--- config.mk ---
export PLATFORM = sky130hd
export DESIGN_NAME = usart_packet_manager_flat
export DESIGN_NICKNAME = d
export VERILOG_FILES = /design/src/rtl/usart_packet_manager_if.sv /design/src/rtl/usart_packet_manager.sv /design/src/flat_wrapper.sv
export SDC_FILE = /design/constraint.sdc
export NUM_CORES = 1
export LEC_CHECK = 0
export ABC_CLOCK_PERIOD_IN_PS = 3470
export CORE_MARGIN = 1.5
export CORE_UTILIZATION = 51
export DETAILED_ROUTE_END_ITERATION = 10
export PLACE_DENSITY = 0.87
export SLEW_MARGIN = 20
export SYNTH_ARGS = -nofsm -noshare
export SYNTH_HDL_FRONTEND = slang
export SYNTH_SLANG_ARGS = --single-unit
--- constraint.sdc ---
create_clock -name clk -period 3.47 [get_ports clk]
set_clock_uncertainty 0.2 [all_clocks]
set_input_delay 0.694 -clock clk [delete_from_list [all_inputs] [get_ports clk]]
set_output_delay 0.694 -clock clk [all_outputs]
set_load 0.05 [all_outputs]
--- src/rtl/usart_packet_manager_if.sv ---
`default_nettype none
// ============================================================================
// Module      : usart_packet_manager_if
// Description : Bundles the packet-manager buses:
//                 rx_*   packet stream from the USART receiver
//                 cmd_*  show-ahead command head towards the decoder
//                 resp_* response packets from the decoder
//                 tx_*   packet stream to the USART transmitter
//                 data_sent / err_count / rx_level  status outputs
//               slave  = manager side, master = environment side.
// Revision    : 1.0 - initial release
// ============================================================================
interface usart_packet_manager_if #(
   parameter int MSG_LENGTH    = 48,
   parameter int DATA_LENGTH   = 32,
   parameter int ADDRWIDTH     = 8,
   parameter int COMMAND_WIDTH = 5,
   parameter int RX_DEPTH      = 4
);
   logic [MSG_LENGTH-1:0]      rx_data;
   logic                       rx_valid;
   logic                       rx_parity_error;
   logic                       rx_ready;

   logic                       cmd_valid;
   logic                       cmd_ready;
   logic [COMMAND_WIDTH-1:0]   cmd_command;
   logic [ADDRWIDTH-1:0]       cmd_addr;
   logic [DATA_LENGTH-1:0]     cmd_data;

   logic [MSG_LENGTH-1:0]      resp_data;
   logic                       resp_valid;
   logic                       resp_ready;

   logic [MSG_LENGTH-1:0]      tx_data;
   logic                       tx_valid;
   logic                       tx_ready;

   logic                       data_sent;
   logic [7:0]                 err_count;
   logic [$clog2(RX_DEPTH):0]  rx_level;

   modport slave (
      input  rx_data, rx_valid, rx_parity_error,
      output rx_ready,
      output cmd_valid, cmd_command, cmd_addr, cmd_data,
      input  cmd_ready,
      input  resp_data, resp_valid,
      output resp_ready,
      output tx_data, tx_valid,
      input  tx_ready,
      output data_sent, err_count, rx_level
   );

   modport master (
      output rx_data, rx_valid, rx_parity_error,
      input  rx_ready,
      input  cmd_valid, cmd_command, cmd_addr, cmd_data,
      output cmd_ready,
      output resp_data, resp_valid,
      input  resp_ready,
      input  tx_data, tx_valid,
      output tx_ready,
      input  data_sent, err_count, rx_level
   );
endinterface
`default_nettype wire

--- src/rtl/usart_packet_manager.sv ---
`default_nettype none
// ============================================================================
// Module      : usart_packet_manager
// Description : Buffers received USART packets in a show-ahead RX FIFO and
//               splits the head into command/address/data fields. Outgoing
//               traffic is arbitrated between decoder responses and NACKs
//               generated for parity errors and response timeouts.
// Ports       : clk   - clock
//               rsnt  - asynchronous active-low reset
//               bus   - usart_packet_manager_if.slave (rx, cmd, resp, tx,
//                       data_sent, err_count, rx_level)
// Revision    : 1.0 - initial release
// ============================================================================
module usart_packet_manager #(
   parameter int                       MSG_LENGTH     = 48,
   parameter int                       DATA_LENGTH    = 32,
   parameter int                       ADDRWIDTH      = 8,
   parameter int                       COMMAND_WIDTH  = 5,
   parameter int                       RX_DEPTH       = 4,
   parameter int                       TIMEOUT_CYCLES = 1024,
   parameter logic [COMMAND_WIDTH-1:0] NACK_CMD       = 5'h1F
) (
   input  logic                  clk,
   input  logic                  rsnt,
   usart_packet_manager_if.slave bus
);

   localparam int c_AW = $clog2(RX_DEPTH);
   localparam int c_LW = c_AW + 1;
   localparam int c_FW = COMMAND_WIDTH + ADDRWIDTH + DATA_LENGTH;
   localparam int c_TW = (TIMEOUT_CYCLES > 1) ? $clog2(TIMEOUT_CYCLES) : 1;
   localparam logic [c_TW-1:0] c_TMAX =
      c_TW'((TIMEOUT_CYCLES > 0) ? TIMEOUT_CYCLES - 1 : 0);
   localparam logic [c_LW-1:0] c_FULL = c_LW'(RX_DEPTH);

   typedef enum logic [0:0] {
      TX_IDLE = 1'b0,
      TX_SEND = 1'b1
   } tx_state_t;

   // NACK packet: NACK command, zero address, error code in the data field
   function automatic logic [MSG_LENGTH-1:0] f_nack(input logic [DATA_LENGTH-1:0] code);
      f_nack = '0;
      f_nack[c_FW-1:0] = {NACK_CMD, {ADDRWIDTH{1'b0}}, code};
   endfunction

   // -------------------------------------------------------------------------
   // RX FIFO
   // -------------------------------------------------------------------------
   logic [c_FW-1:0] r_mem [RX_DEPTH];
   logic [c_AW-1:0] r_wr_ptr;
   logic [c_AW-1:0] r_rd_ptr;
   logic [c_LW-1:0] r_level;

   logic            w_full;
   logic            w_empty;
   logic            w_rx_hs;
   logic            w_push;
   logic            w_pop;
   logic            w_parity_evt;
   logic [c_FW-1:0] w_head;

   assign w_full       = (r_level == c_FULL);
   assign w_empty      = (r_level == '0);
   assign w_rx_hs      = bus.rx_valid && !w_full;
   assign w_push       = w_rx_hs && !bus.rx_parity_error;
   assign w_parity_evt = w_rx_hs && bus.rx_parity_error;
   assign w_pop        = !w_empty && bus.cmd_ready;

   // The head is forced to zero while empty so stale storage never shows
   assign w_head = w_empty ? '0 : r_mem[r_rd_ptr];

   assign bus.rx_ready    = !w_full;
   assign bus.cmd_valid   = !w_empty;
   assign bus.cmd_data    = w_head[DATA_LENGTH-1:0];
   assign bus.cmd_addr    = w_head[DATA_LENGTH +: ADDRWIDTH];
   assign bus.cmd_command = w_head[DATA_LENGTH+ADDRWIDTH +: COMMAND_WIDTH];
   assign bus.rx_level    = r_level;

   generate
      if (MSG_LENGTH > c_FW) begin : g_unused_upper
         logic w_unused_upper;
         assign w_unused_upper = ^bus.rx_data[MSG_LENGTH-1:c_FW];
      end
   endgenerate

   always_ff @(posedge clk) begin
      if (w_push) begin
         r_mem[r_wr_ptr] <= bus.rx_data[c_FW-1:0];
      end
   end

   always_ff @(posedge clk or negedge rsnt) begin
      if (!rsnt) begin
         r_wr_ptr <= '0;
         r_rd_ptr <= '0;
         r_level  <= '0;
      end else begin
         if (w_push) r_wr_ptr <= r_wr_ptr + c_AW'(1);
         if (w_pop)  r_rd_ptr <= r_rd_ptr + c_AW'(1);
         case ({w_push, w_pop})
            2'b10:   r_level <= r_level + c_LW'(1);
            2'b01:   r_level <= r_level - c_LW'(1);
            default: r_level <= r_level;
         endcase
      end
   end

   // -------------------------------------------------------------------------
   // Response timeout
   // -------------------------------------------------------------------------
   tx_state_t       r_state;
   tx_state_t       w_state_next;
   logic            w_resp_ready;
   logic            w_resp_hs;
   logic            r_awaiting;
   logic [c_TW-1:0] r_timer;
   logic            w_timeout_evt;

   assign w_resp_hs     = bus.resp_valid && w_resp_ready;
   // A response landing on the final cycle still counts as in time
   assign w_timeout_evt = (TIMEOUT_CYCLES != 0) && r_awaiting && !w_resp_hs &&
                          (r_timer == c_TMAX);

   always_ff @(posedge clk or negedge rsnt) begin
      if (!rsnt) begin
         r_awaiting <= 1'b0;
         r_timer    <= '0;
      end else if (w_pop) begin
         // A new pop restarts the wait even if a response completes now
         r_awaiting <= 1'b1;
         r_timer    <= '0;
      end else if (w_resp_hs || w_timeout_evt) begin
         r_awaiting <= 1'b0;
      end else if (r_awaiting) begin
         r_timer <= r_timer + c_TW'(1);
      end
   end

   // -------------------------------------------------------------------------
   // NACK flags and error counter
   // -------------------------------------------------------------------------
   logic       r_nack_parity;
   logic       r_nack_timeout;
   logic       w_clr_parity;
   logic       w_clr_timeout;
   logic [7:0] r_err_count;
   logic [8:0] w_err_sum;

   assign w_err_sum = {1'b0, r_err_count} + {8'd0, w_parity_evt} + {8'd0, w_timeout_evt};
   assign bus.err_count = r_err_count;

   always_ff @(posedge clk or negedge rsnt) begin
      if (!rsnt) begin
         r_nack_parity  <= 1'b0;
         r_nack_timeout <= 1'b0;
         r_err_count    <= '0;
      end else begin
         // Setting wins over clearing so an error in the load cycle is not lost
         if (w_parity_evt)       r_nack_parity <= 1'b1;
         else if (w_clr_parity)  r_nack_parity <= 1'b0;
         if (w_timeout_evt)      r_nack_timeout <= 1'b1;
         else if (w_clr_timeout) r_nack_timeout <= 1'b0;
         r_err_count <= w_err_sum[8] ? 8'hFF : w_err_sum[7:0];
      end
   end

   // -------------------------------------------------------------------------
   // TX arbitration FSM
   // -------------------------------------------------------------------------
   logic [MSG_LENGTH-1:0] r_tx_data;
   logic [MSG_LENGTH-1:0] w_tx_next;
   logic                  r_data_sent;

   always_comb begin
      w_state_next  = r_state;
      w_tx_next     = r_tx_data;
      w_resp_ready  = 1'b0;
      w_clr_parity  = 1'b0;
      w_clr_timeout = 1'b0;
      case (r_state)
         TX_IDLE: begin
            if (r_nack_parity) begin
               w_tx_next    = f_nack(DATA_LENGTH'(1));
               w_clr_parity = 1'b1;
               w_state_next = TX_SEND;
            end else if (r_nack_timeout) begin
               w_tx_next     = f_nack(DATA_LENGTH'(2));
               w_clr_timeout = 1'b1;
               w_state_next  = TX_SEND;
            end else if (bus.resp_valid) begin
               w_tx_next    = bus.resp_data;
               w_resp_ready = 1'b1;
               w_state_next = TX_SEND;
            end
         end
         TX_SEND: begin
            if (bus.tx_ready) w_state_next = TX_IDLE;
         end
         default: w_state_next = TX_IDLE;
      endcase
   end

   always_ff @(posedge clk or negedge rsnt) begin
      if (!rsnt) begin
         r_state     <= TX_IDLE;
         r_tx_data   <= '0;
         r_data_sent <= 1'b0;
      end else begin
         r_state     <= w_state_next;
         r_tx_data   <= w_tx_next;
         r_data_sent <= (r_state == TX_SEND) && bus.tx_ready;
      end
   end

   assign bus.tx_valid   = (r_state == TX_SEND);
   assign bus.tx_data    = r_tx_data;
   assign bus.resp_ready = w_resp_ready;
   assign bus.data_sent  = r_data_sent;

endmodule
`default_nettype wire
--- src/flat_wrapper.sv ---
// flat-port wrapper written by rule: the top's interface ports become plain ports
module usart_packet_manager_flat 
#(
   parameter int                       MSG_LENGTH     = 48,
   parameter int                       DATA_LENGTH    = 32,
   parameter int                       ADDRWIDTH      = 8,
   parameter int                       COMMAND_WIDTH  = 5,
   parameter int                       RX_DEPTH       = 4,
   parameter int                       TIMEOUT_CYCLES = 1024,
   parameter logic [COMMAND_WIDTH-1:0] NACK_CMD       = 5'h1F
)
  (clk, rsnt, bus_rx_data, bus_rx_valid, bus_rx_parity_error, bus_rx_ready, bus_cmd_valid, bus_cmd_command, bus_cmd_addr, bus_cmd_data, bus_cmd_ready, bus_resp_data, bus_resp_valid, bus_resp_ready, bus_tx_data, bus_tx_valid, bus_tx_ready, bus_data_sent, bus_err_count, bus_rx_level);
  usart_packet_manager_if #(.MSG_LENGTH(MSG_LENGTH), .DATA_LENGTH(DATA_LENGTH), .ADDRWIDTH(ADDRWIDTH), .COMMAND_WIDTH(COMMAND_WIDTH), .RX_DEPTH(RX_DEPTH)) bus_i ();
  input  logic clk;
  input  logic rsnt;
  input wire logic [$bits(bus_i.rx_data)-1:0] bus_rx_data;
  input wire logic [$bits(bus_i.rx_valid)-1:0] bus_rx_valid;
  input wire logic [$bits(bus_i.rx_parity_error)-1:0] bus_rx_parity_error;
  output wire logic [$bits(bus_i.rx_ready)-1:0] bus_rx_ready;
  output wire logic [$bits(bus_i.cmd_valid)-1:0] bus_cmd_valid;
  output wire logic [$bits(bus_i.cmd_command)-1:0] bus_cmd_command;
  output wire logic [$bits(bus_i.cmd_addr)-1:0] bus_cmd_addr;
  output wire logic [$bits(bus_i.cmd_data)-1:0] bus_cmd_data;
  input wire logic [$bits(bus_i.cmd_ready)-1:0] bus_cmd_ready;
  input wire logic [$bits(bus_i.resp_data)-1:0] bus_resp_data;
  input wire logic [$bits(bus_i.resp_valid)-1:0] bus_resp_valid;
  output wire logic [$bits(bus_i.resp_ready)-1:0] bus_resp_ready;
  output wire logic [$bits(bus_i.tx_data)-1:0] bus_tx_data;
  output wire logic [$bits(bus_i.tx_valid)-1:0] bus_tx_valid;
  input wire logic [$bits(bus_i.tx_ready)-1:0] bus_tx_ready;
  output wire logic [$bits(bus_i.data_sent)-1:0] bus_data_sent;
  output wire logic [$bits(bus_i.err_count)-1:0] bus_err_count;
  output wire logic [$bits(bus_i.rx_level)-1:0] bus_rx_level;
  assign bus_i.rx_data = bus_rx_data;
  assign bus_i.rx_valid = bus_rx_valid;
  assign bus_i.rx_parity_error = bus_rx_parity_error;
  assign bus_rx_ready = bus_i.rx_ready;
  assign bus_cmd_valid = bus_i.cmd_valid;
  assign bus_cmd_command = bus_i.cmd_command;
  assign bus_cmd_addr = bus_i.cmd_addr;
  assign bus_cmd_data = bus_i.cmd_data;
  assign bus_i.cmd_ready = bus_cmd_ready;
  assign bus_i.resp_data = bus_resp_data;
  assign bus_i.resp_valid = bus_resp_valid;
  assign bus_resp_ready = bus_i.resp_ready;
  assign bus_tx_data = bus_i.tx_data;
  assign bus_tx_valid = bus_i.tx_valid;
  assign bus_i.tx_ready = bus_tx_ready;
  assign bus_data_sent = bus_i.data_sent;
  assign bus_err_count = bus_i.err_count;
  assign bus_rx_level = bus_i.rx_level;
  usart_packet_manager #(.MSG_LENGTH(MSG_LENGTH), .DATA_LENGTH(DATA_LENGTH), .ADDRWIDTH(ADDRWIDTH), .COMMAND_WIDTH(COMMAND_WIDTH), .RX_DEPTH(RX_DEPTH), .TIMEOUT_CYCLES(TIMEOUT_CYCLES), .NACK_CMD(NACK_CMD)) u_core (.clk(clk), .rsnt(rsnt), .bus(bus_i));
endmodule
==> results.json <==
{
  "post-cts-setup-buffer-count": 0,
  "core_area_um2": 19300,
  "cap_violations": 0,
  "slew_headroom_pct": 36.5,
  "clk_pin_slew_worst_paths_ns": 0.07,
  "die_y_um": 143,
  "place.port_buffers": 208,
  "avgSynthCellArea_um2": 18.1,
  "rows": 51,
  "path_class": "reg2out",
  "ir_drop_v": 0.000772,
  "start_kind": "flip-flop",
  "dp_slack_ns": 0.0623,
  "path_max_fanout": 28,
  "drv_slew": 0,
  "first_global_vias": 6183,
  "power.leakage_nw": 4.90,
  "ys.flop_type": "edfxtp_1",
  "reg2regPathDepth": 9,
  "hp-class": "in2async",
  "vias": 5860,
  "fin_cells": 1061,
  "fp.dieW_um": 143,
  "pwr_density_cell_nw_per_um2": 999,
  "final_nets": 888,
  "grt_start_max_net_pins": 79,
  "ys_seq_area_share_pct": 73.5,
  "antenna_found_initial": 2,
  "setup_viol": 0,
  "period_minus_slack_ns": 3.24,
  "drc": 0,
  "fillers": 1283,
  "final_antenna_net_count": 0,
  "finalCritPeriodShare_pct": 93.3,
  "area_growth_pct": 31.8,
  "synthDistinctLibCells": 46,
  "detail_route.wl_per_cell_um": 19.9,
  "synth_edf_count": 180,
  "dr.first_iter.drc_count": 326,
  "clk_latency_ns": 0.50,
  "htree_levels": 1,
  "dp_hpwl_um": 13600,
  "ys_seq_elements": 258,
  "tritoncts": "yes",
  "rrSetupSlack_ns": 0.72,
  "post_cts_resized": 0,
  "final_layout_size_suffix_gt1_share_pct": 20.4,
  "viasPerCell": 5.52,
  "hold_viol_final": 0,
  "cts.sinks": 258,
  "rsz0062_at_grt": "no",
  "yosys_warnings": 0,
  "pin_count": 212,
  "required_ns": 2.58,
  "place_inst": 1014,
  "grt_pass1_wl_um": 32400,
  "worst_slack_ns": 0.234,
  "syn_nets": 666,
  "status": "finished clean",
  "cts-root-buf": "clkbuf_16",
  "cts_buffers": 25,
  "cts_max_path_buffers": 3,
  "critPathCaptureType": "output port",
  "timing.rr.start": "u_core.r_nack_timeout",
  "synthArstFlopShare_pct": 30.2,
  "gp_routability_congestion": 0.875,
  "grt_use_total_pct": 20.6,
  "cts_hold_buf": 0,
  "start_util_pct": 51.8,
  "reg2reg_to": "u_core.bus.err_count[5]",
  "worst_slew_pin_slew_ns": 0.952,
  "totalWireLength_um": 21100,
  "gr-total-overflow": 0,
  "first_pass_iters": 5,
  "dieArea_um2": 20500,
  "cp.arrival_ns": 2.34,
  "timing.hold.ws_ns": 0.131,
  "clock.fmax_mhz": 309,
  "synthCells": 554,
  "synthesis.area_um2": 10000,
  "finalSetupTns_ns": 0
}
[per-layer routing]
metal	track usage, %	vias up	share of wire [%]
met2	35.9	259	51
met4	5.05	2	1.3
met3	4.36	30	7.7
met1	26.6	2951	40
met5	0	-	0.061
li1	-	2618	-
[logic make-up after synthesis]
family	Yosys count	synth area share, %
flops	258	73.5
simple gates	109	6.31
compound gates	82	6.20
mux	47	10.3
buf+inv	41	1.69
fa+ha+maj	9	1.27
xor+xnor	8	0.700
[synth_stat cells, types with 5 or more instances]
library cell / number / area share [%]
edfxtp_1: 180 / 54
dfrtp_1: 78 / 19
and2_1: 50 / 3.1
mux4_2: 45 / 10
a22o_1: 41 / 3.6
clkbuf_1: 16 / 0.60
nand2_1: 15 / 0.56
a21oi_1: 13 / 0.65
inv_1: 12 / 0.45
nand3_1: 10 / 0.50
buf_2: 9 / 0.45
o21ai_0: 8 / 0.40
and3_1: 7 / 0.44
ha_1: 7 / 0.87
nor2_1: 6 / 0.22
o31ai_1: 5 / 0.37
xnor2_1: 5 / 0.44
[registers in the layout, indices dropped and copies added, names as in the netlist]
name	flops
u_core.bus.tx_valid	1
u_core.r_awaiting	1
u_core.r_nack_parity	1
u_core.bus.err_count	8
u_core.r_timer	10
u_core.r_wr_ptr	2
u_core.bus.tx_data	48
u_core.bus.data_sent	1
u_core.r_nack_timeout	1
u_core.r_rd_ptr	2
u_core.bus.rx_level	3
u_core.r_mem	180
[where the power goes]
part	switching [mW]	total, mW	leakage [nW]	internal [mW]
combinational	3.97	6.22	1.88	2.25
clock	1.15	2.65	0.393	1.50
sequential	0.400	4.32	2.62	3.92
total	5.52	13.2	4.90	7.67
[through the flow]
stage | power (mW) | util [%] | area, µm²
CTS | 13.3 | 68.2 | 13200
detailed placement | 10.6 | 64.0 | 12400
global route | 13.7 | 68.2 | 13200
finish | 13.2 | 68.3 | 13200
floorplan | 8.59 | - | 10000
global placement | 10.5 | 64.0 | 12400
[area by class of cell]
cell class,instances,area [µm²],area share (%)
clock inverter,18,176,1.34
antenna,2,5.00,0.0379
multi-input combinational,255,2490,18.9
timing repair buffer,223,2150,16.3
tap,265,332,2.51
sequential,258,7360,55.8
inverter,13,48.8,0.370
clock buffer,27,633,4.80
[worst max-delay path by stage]
stage,end,depth (start not counted),from,slack (ns)
2_1_floorplan,u_core.r_mem[0][0],4,u_core.bus.rx_level[0],0.29
6_report,bus_cmd_data[31],4,u_core.r_rd_ptr[0],0.23
4_1_cts,bus_cmd_data[31],4,u_core.r_rd_ptr[0],0.17
5_1_grt,bus_cmd_data[31],4,u_core.r_rd_ptr[0],0.11
3_3_place_gp,u_core.bus.err_count[3],10,bus_resp_valid,0.18
3_5_place_dp,u_core.bus.err_count[5],10,bus_resp_valid,0.06
[critical path, cell delays in order, from the launching register on]
cell	delay [ns]
dfrtp_4	0.60
buf_12	0.30
mux4_2	0.55
and2_1	0.19
buf_4	0.19
[layout by cell type, fill, tap and decap left out, types with 7 or more instances in the layout]
cell type | netlist | final
and3_1 | 7 | 7
nand3_1 | 10 | 10
mux4_2 | 45 | 45
o21ai_0 | 8 | 8
dfrtp_1 | 78 | 76
edfxtp_1 | 180 | 180
clkdlybuf4s50_1 | 0 | 160
inv_1 | 12 | 12
ha_1 | 7 | 7
clkbuf_16 | 0 | 25
nand2_1 | 15 | 15
a21oi_1 | 13 | 13
buf_4 | 1 | 57
and2_1 | 50 | 46
a22o_1 | 41 | 41
(Power assumes the default switching activity.)
==> edit 1, RTL diff (config.mk and constraints unchanged) <==
`RX_DEPTH` is set to 4 in 3 places; all go to 2.
--- a/src/rtl/usart_packet_manager_if.sv
+++ b/src/rtl/usart_packet_manager_if.sv
@@ -16,5 +16,5 @@
    parameter int ADDRWIDTH     = 8,
    parameter int COMMAND_WIDTH = 5,
-   parameter int RX_DEPTH      = 4
+   parameter int RX_DEPTH      = 2
 );
    logic [MSG_LENGTH-1:0]      rx_data;
--- a/src/rtl/usart_packet_manager.sv
+++ b/src/rtl/usart_packet_manager.sv
@@ -17,5 +17,5 @@
    parameter int                       ADDRWIDTH      = 8,
    parameter int                       COMMAND_WIDTH  = 5,
-   parameter int                       RX_DEPTH       = 4,
+   parameter int                       RX_DEPTH       = 2,
    parameter int                       TIMEOUT_CYCLES = 1024,
    parameter logic [COMMAND_WIDTH-1:0] NACK_CMD       = 5'h1F
--- a/src/flat_wrapper.sv
+++ b/src/flat_wrapper.sv
@@ -6,5 +6,5 @@
    parameter int                       ADDRWIDTH      = 8,
    parameter int                       COMMAND_WIDTH  = 5,
-   parameter int                       RX_DEPTH       = 4,
+   parameter int                       RX_DEPTH       = 2,
    parameter int                       TIMEOUT_CYCLES = 1024,
    parameter logic [COMMAND_WIDTH-1:0] NACK_CMD       = 5'h1F
Ports: changed (resized bus_rx_level); port bits go from 212 to 211. The function was not compared with the original's and may differ.
==> edit 1 against the original RTL <==
- cell area shrank 29%
- first-iteration DRC count rose by 17%
- power fell by 30%
- synthesized area fell by 36%
- wire length shrank 29%
- sequential cell count down 93
- fmax is 0.38% lower
- setup slack worse by 12 ps
- critical endpoint is now bus_cmd_data[2]
==> edit 1: results <==
run_status:
  status: "finished clean"
yosys:
  synth_fa_ha_area_share_pct: 0.898
  yosysUniqueCellTypes: 38
  synth_compound_area_share_pct: 9.00
  ys_seq_area_share_pct: 71.5
  synth-edff-count: 90
  synthTopCellsByArea: "edfxtp_1 (42%), dfrtp_1 (29%), mux2i_1 (7.2%)"
  synth_cells: 439
  ys_async_sr_fraction_pct: 45.5
  synth.area.mux_share_pct: 7.36
clock_tree:
  h-tree-depth: 4
  insertion_delay_ps: 410
  cts.path.max_buffers: 2
layout:
  multiInputGateArea_um2: 1730
  layout-drive-gt1-share_pct: 7.05
  seq_cells: 165
  n_fill_cell: 736
  finalNonFillerCells: 835
  register_area_um2: 4580
  final_nets: 761
  antennaDiodeCount: 0
  num-multi-input-gates: 245
power_and_ir_drop:
  powerComb_mw: 4.55
  peakVddDrop_uv: 594
  power_frac_clock_pct: 20.5
  leakage_nw: 3.75
  swShare_pct: 43.3
global_route:
  grt_first_pass_wirelength_um: 23600
  grt_pass1_vias: 4676
  track_usage_pct: 23.3
  grtUsageMet3_pct: 7.49
  grt_use_met2_pct: 39.2
floorplanning:
  taps: 168
placement:
  pre_cts_slack_ps: -5.88
  port_buffers: 207
  dp_hpwl_um: 9990
drt:
  drt_iter0_drc: 383
  wl_per_cell_um: 17.9
timing:
  tightest_slew_ps: 833
setup_path:
  critPathSlowestCell: "clkdlybuf4s50_1"
  crit_family: "buffers and inverters"
edit 1: cell types whose count changed in the layout (fill, tap and decap cells not counted), moves of 6 or more:
cell             unedited run  this run
clkbuf_16                  25        19
edfxtp_1                  180        90
mux2i_1                     1        46
clkdlybuf4s50_1           160       205
mux4_2                     45         0
and2_1                     46         1
buf_4                      57         6
nor2_1                      6        53
edit 1: path summary, 6_finish.rpt:
path | start | endpoint | slack [ps] | depth (start not counted)
max | u_core.r_rd_ptr | bus_cmd_data[2] | 220 | 4
max reg2reg | u_core.r_timer[4] | u_core.bus.err_count[3] | 640 | 9
max in group asynchronous | rsnt | u_core.bus.tx_data[6] | 2280 | 2
min | rsnt | u_core.bus.data_sent | 100 | 1
min in group clk | u_core.bus.tx_data[1] | u_core.bus.tx_data[1] | 290 | 2
min reg2reg | u_core.bus.tx_data[1] | u_core.bus.tx_data[1] | 290 | 2
edit 1: metal layers:
metal  part of all wire [%]  routed length (um)
met1                     40                5980
met2                     51                7630
met3                    7.9                1190
met4                   0.95                 142
met5                      0                   0
==> edit 2, RTL diff (same settings) <==
Made on the original files. `r_tx_data` no longer has a reset.
--- a/src/rtl/usart_packet_manager.sv
+++ b/src/rtl/usart_packet_manager.sv
@@ -205,11 +205,13 @@
       if (!rsnt) begin
          r_state     <= TX_IDLE;
-         r_tx_data   <= '0;
          r_data_sent <= 1'b0;
       end else begin
          r_state     <= w_state_next;
-         r_tx_data   <= w_tx_next;
          r_data_sent <= (r_state == TX_SEND) && bus.tx_ready;
       end
+   end
+
+   always_ff @(posedge clk) begin
+      r_tx_data <= w_tx_next;
    end
 
Check against the original RTL: not equivalent (Yosys sat finds a counterexample within 4 cycles, from zero or initial values; the reset may be asserted at any time).
==> edit 2 against the original RTL <==
- critical endpoint is now bus_cmd_data[25]
- clock power shrank 2%
- critical path type unchanged
- sequential power fell by 2%
- setup slack got worse by 84 ps
- wire length shrank 1.7%
- largest power group unchanged
- cell area increased by 1.2%
- sequential cell count is the same
- synthesized area increased by 1.6%
- power down 10%
==> edit 2: results <==
drt:
  wl_per_cell_um: 19.6
  topRoutingLayerUsed: "met4"
  wl_met2_um: 10500
  viasPerCell: 5.42
  dr_wl_met3_um: 1790
  drt_iter0_drc: 323
  routed_wl_um: 20800
power_and_ir_drop:
  p_total_mw: 11.8
  peakVddDrop_uv: 612
  cell_internal_pwr_mw: 7.23
  power_clock_mw: 2.60
setup_path:
  cp_max_fo: 23
  r2r-start: "u_core.r_nack_parity"
  r2r_cells: 10
  regToRegEndpoint: "u_core.bus.err_count[6]"
  slowest_delay_ps: 720
  worstPathArrival_ps: 2430
layout:
  register_area_um2: 7600
  antennaDiodeCount: 1
  n_fill_cell: 1275
  layout-drive-gt1-share_pct: 19.7
  clockNetworkAreaShare_pct: 5.97
  buf_share_pct: 16.1
  final_nets: 886
global_route:
  grtUsageMet3_pct: 5.63
  grt_max_degree: 47
  grt_use_met2_pct: 35.0
  track_usage_pct: 19.8
  grt_first_pass_wirelength_um: 31200
  met1_usage_pct: 23.5
  grt_pass1_vias: 6022
  antenna_found_initial: 0
placement:
  dp_cells: 1010
  dp_hpwl_um: 13400
  place_area_um2: 12600
yosys:
  ys_async_sr_fraction_pct: 11.6
  ys_seq_area_share_pct: 74.7
  synth_common_cells: "edfxtp_1 (228), and2_1 (46), nor2b_1 (46)"
  synth-edff-count: 228
  avgSynthCellArea_um2: 18.7
  synth.net_count: 657
clock_tree:
  cts_buffers: 27
  insertion_delay_ps: 530
timing:
  slew-limit-headroom_pct: 55.0
run_status:
  status: "finished clean"
==> edit 2: logic make-up (layout without fill, tap and decap cells) <==
group           count (synthesis)  after routing  share of synthesized area, %
flops                         258            258                          74.7
simple gates                  157            157                          9.58
mux                            48             48                          10.3
buf+inv                        35            283                          1.68
compound gates                 30             30                          1.84
fa+ha+maj                       9              9                          1.25
xor+xnor                        8              8                         0.689
other cells                     0              1                             0
==> edit 2: worst max-delay path by stage <==
stage / from / to / slack (ps) / cells past startpoint
CTS: u_core.r_rd_ptr[0] / bus_cmd_data[25] / 70 / 4
global route: u_core.r_rd_ptr[0] / bus_cmd_data[25] / 2 / 4
detailed placement: bus_resp_valid / u_core.bus.err_count[6] / 150 / 11
finish: u_core.r_rd_ptr[0] / bus_cmd_data[25] / 150 / 4
global placement: bus_resp_valid / u_core.bus.err_count[6] / 280 / 11
floorplan: bus_resp_valid / u_core.bus.tx_data[0] / 60 / 2
